[src/rtl/load_store_unit.sv]
// rtl/load_store_unit.sv - RV32I load/store unit: lane steering, sign extension, single-outstanding bus FSM.
// Optional LSU_MISALIGN_CHECK_EN: misaligned H/W accesses complete immediately with misaligned_o=1.
module load_store_unit (
    input  logic        clk_i,
    input  logic        rst_ni,
    input  logic        req_valid_i,
    output logic        req_ready_o,
    input  logic        req_we_i,
    input  logic [2:0]  req_funct3_i,
    input  logic [31:0] req_addr_i,
    input  logic [31:0] req_wdata_i,
    output logic        mem_valid_o,
    input  logic        mem_ready_i,
    output logic [31:0] mem_addr_o,
    output logic        mem_we_o,
    output logic [3:0]  mem_wstrb_o,
    output logic [31:0] mem_wdata_o,
    input  logic        mem_rvalid_i,
    input  logic [31:0] mem_rdata_i,
    output logic        rsp_valid_o,
    output logic [31:0] rsp_rdata_o,
    output logic        misaligned_o,
    output logic        busy_o
);

    typedef enum logic [1:0] {IDLE, REQ, WAIT, RESP} state_t;

    state_t      state_q;
    logic [2:0]  funct3_q;
    logic [1:0]  off_q;
    logic        mem_valid_q, mem_we_q, rsp_valid_q, misaligned_q, busy_q;
    logic [3:0]  mem_wstrb_q;
    logic [31:0] mem_addr_q, mem_wdata_q, rsp_rdata_q;

    logic        misalign_d;
    logic [3:0]  wstrb_d;
    logic [31:0] wdata_d, rdata_d, rshift;
    logic [7:0]  rbyte;
    logic [15:0] rhalf;

    always_comb begin
        wstrb_d = 4'b1111;
        wdata_d = req_wdata_i;
        case (req_funct3_i[1:0])
            2'b00: begin
                wstrb_d = 4'b0001 << req_addr_i[1:0];
                wdata_d = {24'h0, req_wdata_i[7:0]} << {req_addr_i[1:0], 3'b000};
            end
            2'b01: begin
                wstrb_d = req_addr_i[1] ? 4'b1100 : 4'b0011;
                wdata_d = req_addr_i[1] ? {req_wdata_i[15:0], 16'h0} : {16'h0, req_wdata_i[15:0]};
            end
            default: ;
        endcase
`ifdef LSU_MISALIGN_CHECK_EN
        misalign_d = (req_funct3_i[1:0] == 2'b01) ? req_addr_i[0]
                   : (req_funct3_i[1:0] != 2'b00) && (req_addr_i[1:0] != 2'b00);
`else
        misalign_d = 1'b0;
`endif
    end

    // Load extraction uses the offset/width latched at accept time.
    always_comb begin
        rshift  = mem_rdata_i >> {off_q, 3'b000};
        rbyte   = rshift[7:0];
        rhalf   = off_q[1] ? mem_rdata_i[31:16] : mem_rdata_i[15:0];
        rdata_d = mem_rdata_i;
        case (funct3_q[1:0])
            2'b00:   rdata_d = funct3_q[2] ? {24'h0, rbyte} : {{24{rbyte[7]}}, rbyte};
            2'b01:   rdata_d = funct3_q[2] ? {16'h0, rhalf} : {{16{rhalf[15]}}, rhalf};
            default: rdata_d = mem_rdata_i;
        endcase
    end

    always_ff @(posedge clk_i or negedge rst_ni) begin
        if (!rst_ni) begin
            state_q      <= IDLE;
            funct3_q     <= 3'b000;
            off_q        <= 2'b00;
            mem_valid_q  <= 1'b0;
            mem_we_q     <= 1'b0;
            mem_wstrb_q  <= 4'b0000;
            mem_addr_q   <= 32'h0;
            mem_wdata_q  <= 32'h0;
            rsp_valid_q  <= 1'b0;
            rsp_rdata_q  <= 32'h0;
            misaligned_q <= 1'b0;
            busy_q       <= 1'b0;
        end else begin
            case (state_q)
                IDLE: begin
                    if (req_valid_i) begin
                        funct3_q <= req_funct3_i;
                        off_q    <= req_addr_i[1:0];
                        busy_q   <= 1'b1;
                        if (misalign_d) begin
                            state_q      <= RESP;
                            rsp_valid_q  <= 1'b1;
                            rsp_rdata_q  <= 32'h0;
                            misaligned_q <= 1'b1;
                        end else begin
                            state_q     <= REQ;
                            mem_valid_q <= 1'b1;
                            mem_addr_q  <= {req_addr_i[31:2], 2'b00};
                            mem_we_q    <= req_we_i;
                            mem_wstrb_q <= req_we_i ? wstrb_d : 4'b0000;
                            mem_wdata_q <= req_we_i ? wdata_d : 32'h0;
                        end
                    end
                end
                REQ: begin
                    if (mem_ready_i) begin
                        mem_valid_q <= 1'b0;
                        mem_we_q    <= 1'b0;
                        mem_wstrb_q <= 4'b0000;
                        if (mem_we_q) begin
                            state_q     <= RESP;
                            rsp_valid_q <= 1'b1;
                            rsp_rdata_q <= 32'h0;
                        end else begin
                            state_q <= WAIT;
                        end
                    end
                end
                WAIT: begin
                    if (mem_rvalid_i) begin
                        state_q     <= RESP;
                        rsp_valid_q <= 1'b1;
                        rsp_rdata_q <= rdata_d;
                    end
                end
                RESP: begin
                    state_q      <= IDLE;
                    rsp_valid_q  <= 1'b0;
                    misaligned_q <= 1'b0;
                    busy_q       <= 1'b0;
                end
            endcase
        end
    end

    assign req_ready_o  = ~busy_q;
    assign busy_o       = busy_q;
    assign mem_valid_o  = mem_valid_q;
    assign mem_addr_o   = mem_addr_q;
    assign mem_we_o     = mem_we_q;
    assign mem_wstrb_o  = mem_wstrb_q;
    assign mem_wdata_o  = mem_wdata_q;
    assign rsp_valid_o  = rsp_valid_q;
    assign rsp_rdata_o  = rsp_rdata_q;
    assign misaligned_o = misaligned_q;

endmodule

[config.mk]
export PLATFORM = sky130hd
export DESIGN_NAME = load_store_unit
export DESIGN_NICKNAME = d
export VERILOG_FILES = /design/src/rtl/load_store_unit.sv
export SDC_FILE = /design/constraint.sdc
export NUM_CORES = 1
export LEC_CHECK = 0
export ABC_AREA = 1
export BUFFER_PORTS_ARGS = -buffer_cell sky130_fd_sc_hd__buf_2
export CORE_UTILIZATION = 53
export CTS_BUF_LIST = sky130_fd_sc_hd__clkbuf_8 sky130_fd_sc_hd__clkbuf_16
export CTS_CLUSTER_SIZE = 20
export DETAILED_ROUTE_END_ITERATION = 12
export GPL_ROUTABILITY_DRIVEN = 0
export GPL_TIMING_DRIVEN = 1
export PLACE_DENSITY = 0.95
export SLEW_MARGIN = 10
export SYNTH_ARGS = -nofsm -noshare
export SYNTH_HDL_FRONTEND = slang
export SYNTH_SLANG_ARGS = --single-unit
[constraint.sdc]
create_clock -name clk_i -period 4.7 [get_ports clk_i]
set_input_delay 0.47 -clock clk_i [delete_from_list [all_inputs] [get_ports clk_i]]
set_output_delay 0.47 -clock clk_i [all_outputs]
set_load 0.02 [all_outputs]
==> summary.md <==
| Metric | Value |
|---|---|
| Initial antenna violation count | 0 |
| Layout cells sized above 1 | 0.2911 |
| Slowest cell on crit path | inv_1 |
| Final Setup Violations | 0 |
| Critical path capture point type | flip-flop |
| RSZ-0062 raised after global routing | false |
| Synth top area share | 0.5089 |
| Post-Synthesis Cells | approximately 700 |
| CP Cell Sequence | inv_1 > ha_1 > nand2_2 > buf_4 > inv_1 > o21ai_0 > inv_1 |
| Tot Pwr | ~4400 uW |
| Worst Path Max Fanout | approximately 70 |
| Crit-path max cell delay | 650 ps |
| Max_cap viols | 0 |
| Cell Area, Synth | between 0.005 and 0.006 mm^2 |
| Number of diodes | 0 |
| Outcome | completed |
| Top post-synthesis cells by area | dfrtp_1, nand2_1, o21ai_0 |
| Largest net degree at the start of global routing | 76 |
| Initial core utilization | 0.5484 |
| Worst slew margin | 0.3327 |
| Pwr Density | roughly 670 mW/mm^2 |
| Grt ovf | 0 |
| Die area | around 0.011 mm^2 |
| Cts bufs inserted | 9 |
| Worst Setup Start Kind | flip-flop |
| Cell taking the most area after synthesis | dfrtp_1 |
| Slew Viols, Final | 0 |
| Synth-to-Final Area Change | 23.67% |
| Actual slew at the worst max-slew pin | between 900 and 1000 ps |
| Vias in the first global route | just under 5000 |
| Clk Latency, worst-skew pair | ~370 ps |
| First-pass GRT wire length | around 22 mm |
| Nets@finish | around 1000 |
| CP Class | reg2reg |
| Average cell area after synthesis | approximately 7.6 um^2 |
| Drt total wl | approximately 14 mm |
| Hold Violations, Final | 0 |
| Post-synthesis sequential area ratio | 0.5089 |
| Yosys warning count | 0 |
| Clock Skew | roughly 12 ps |
| GRT Total Usage | 0.2730 |
| Pre-antenna DRT Iters | 5 |
| Die Span Y | 102.6 um |
| Vias after detailed routing | around 5200 |
| Row count | 36 |
| Cts repair resizes | 0 |
| Hold-fix buffers at CTS | 0 |
| Fill count | 866 |
| CTS tree | yes |
| CP required | roughly 5000 ps |
| Initial DRC count | between 200 and 300 |
| Hold Crit Class | in2async |
| Post-DRT Antenna Nets | 0 |
| TNS Setup | 0 ps |
| Post-CTS Setup Inserts | 0 |
| Cell family with most CP delay | buffers and inverters |
| Layout Utilization | 0.6782 |
| DR vias/cell | 5.070 |
| Core area | a little under 0.01 mm^2 |
| CTS Root Cell | clkbuf_8 |
| Post-DP HPWL | about 10 mm |
| Synth Register Bits | roughly 110 |
| # IOs | approximately 210 |
| Static Leakage | between 0.003 and 0.004 uW |
| Die Wd | 102.6 um |
| Port Buffers | just over 200 |
| Critical path buffers and inverters | 4 |
| WL/cell | 13.55 um |
| # H-tree levels | 3 |
| Synth cell types | 28 |
| Peak VDD IR | around 0.00034 V |
| Clock transition at path regs | between 100 and 150 ps |
| Critical path arrival | ~2800 ps |
| Period utilisation layout | 0.5467 |
| DRC viols | 0 |
| Fmax | between 300 and 400 MHz |
| Clk sink count | around 110 |
| Fin crit period | 2569 ps |
| Critical path's most frequent cell | inv_1 |
| Clock Tree Buf Depth | 2 |
[cell usage in the layout, fill, tap and decap left out]
cell type   count
bufinv_16       1
nor2_2          2
inv_2           4
nand2_4         4
clkbuf_8        9
inv_4           1
nand2_1       312
a21oi_1        11
ha_1            4
clkinv_2        1
dfrtp_1       109
inv_8           3
nand3_1        18
buf_4           3
nand3_4         1
clkinvlp_4      2
nand2_2        23
o21ai_0        47
o211ai_1        8
buf_2         206
o22ai_1         8
conb_1          3
inv_6           1
o21bai_1        1
nor2_8          1
inv_1          39
nand3b_1        1
o21ai_1        22
nor2_1         54
o31ai_1         1
[metal layers]
layer,routed length [um],vias up,global-route usage,part of all wire
li1,-,2568,-,-
met1,5900,2395,0.3674,0.42
met2,6766,252,0.4523,0.48
met3,1076,22,0.04203,0.077
met4,255,0,0.09451,0.018
met5,0,-,0,0
[power by group]
| group | switching (uW) | total, uW | internal, uW |
|---|---|---|---|
| Combinational | 1510 | 2220 | 705 |
| Clock | 338 | 593 | 255 |
| Sequential | 286 | 1630 | 1340 |
| Total | 2140 | 4440 | 2300 |
[stage by stage]
step                worst slack, ps  area [um^2]  instances  hold WS [ps]
global route                   1907         6629       1033         284.5
floorplan                      3186         5368        706         174.4
detailed placement             2149         6424       1017         454.2
global placement               2186         6424       1017         450.2
CTS                            2121         6629       1033         271.2
finish                         2131         6629       1033         213.2
[cells in the mapped netlist]
cell      count
buf_12        1
o22ai_1       8
buf_6         1
nand3_4       1
a21oi_1      11
nand3_1      18
inv_8         1
nor2_2        2
nand3b_1      1
nor2_8        1
inv_2         4
dfrtp_1     109
nand2_1     312
o211ai_1      8
ha_1          4
buf_4         4
clkbuf_1     18
o21ai_0      47
o21ai_1      22
inv_4         1
nand2_2      23
inv_1        39
nand2_4       4
o31ai_1       1
buf_2         7
nor2_1       54
conb_1        1
o21bai_1      1
[path summary, 6_finish.rpt]
check                      slack (ps)                  startpoint                          end  cells past startpoint
max in group asynchronous        3480                      rst_ni  mem_wdata_o[11]$_DFFE_PN0P_                      2
hold reg to reg                   480  rsp_rdata_o[2]$_DFFE_PN0P_   rsp_rdata_o[2]$_DFFE_PN0P_                      2
setup / recovery                 2130      state_q[0]$_DFFE_PN0P_           busy_o$_DFFE_PN0P_                      7
hold / removal                    210                      rst_ni  mem_wdata_o[19]$_DFFE_PN0P_                      1
min in group clk_i                290              req_addr_i[26]   mem_addr_o[26]$_DFFE_PN0P_                      3
setup reg to reg                 2130      state_q[0]$_DFFE_PN0P_           busy_o$_DFFE_PN0P_                      7
[cell families (layout without fill, tap and decap cells)]
family	after synthesis	count (layout)	share of synthesized area
buffers and inverters	76	270	0.06396
adder cells (fa/ha/maj)	4	4	0.009337
other	1	3	0.0006996
AND/OR/NAND/NOR	416	416	0.3191
flip-flops	109	109	0.5089
AO/OA/AOI/OAI	98	98	0.09804
[sequential cells by signal (all words and copies together), names as in the netlist]
register	count
mem_wdata_o	32
mem_valid_o	1
rsp_valid_o	1
mem_we_o	1
mem_addr_o	30
rsp_rdata_o	32
mem_wstrb_o	4
off_q	2
busy_o	1
funct3_q	3
state_q	2
[layout make-up]
type                       instances  area [um^2]  area share
multi-input combinational        521         2297      0.3465
clock inverter                     7        81.33     0.01227
timing repair buffer             209         1054      0.1589
tap                              133        166.4     0.02510
inverter                          45        178.9     0.02699
clock buffer                       9        123.9     0.01869
sequential                       109         2728      0.4115
No activity file was read; power rests on OpenSTA's default activity.
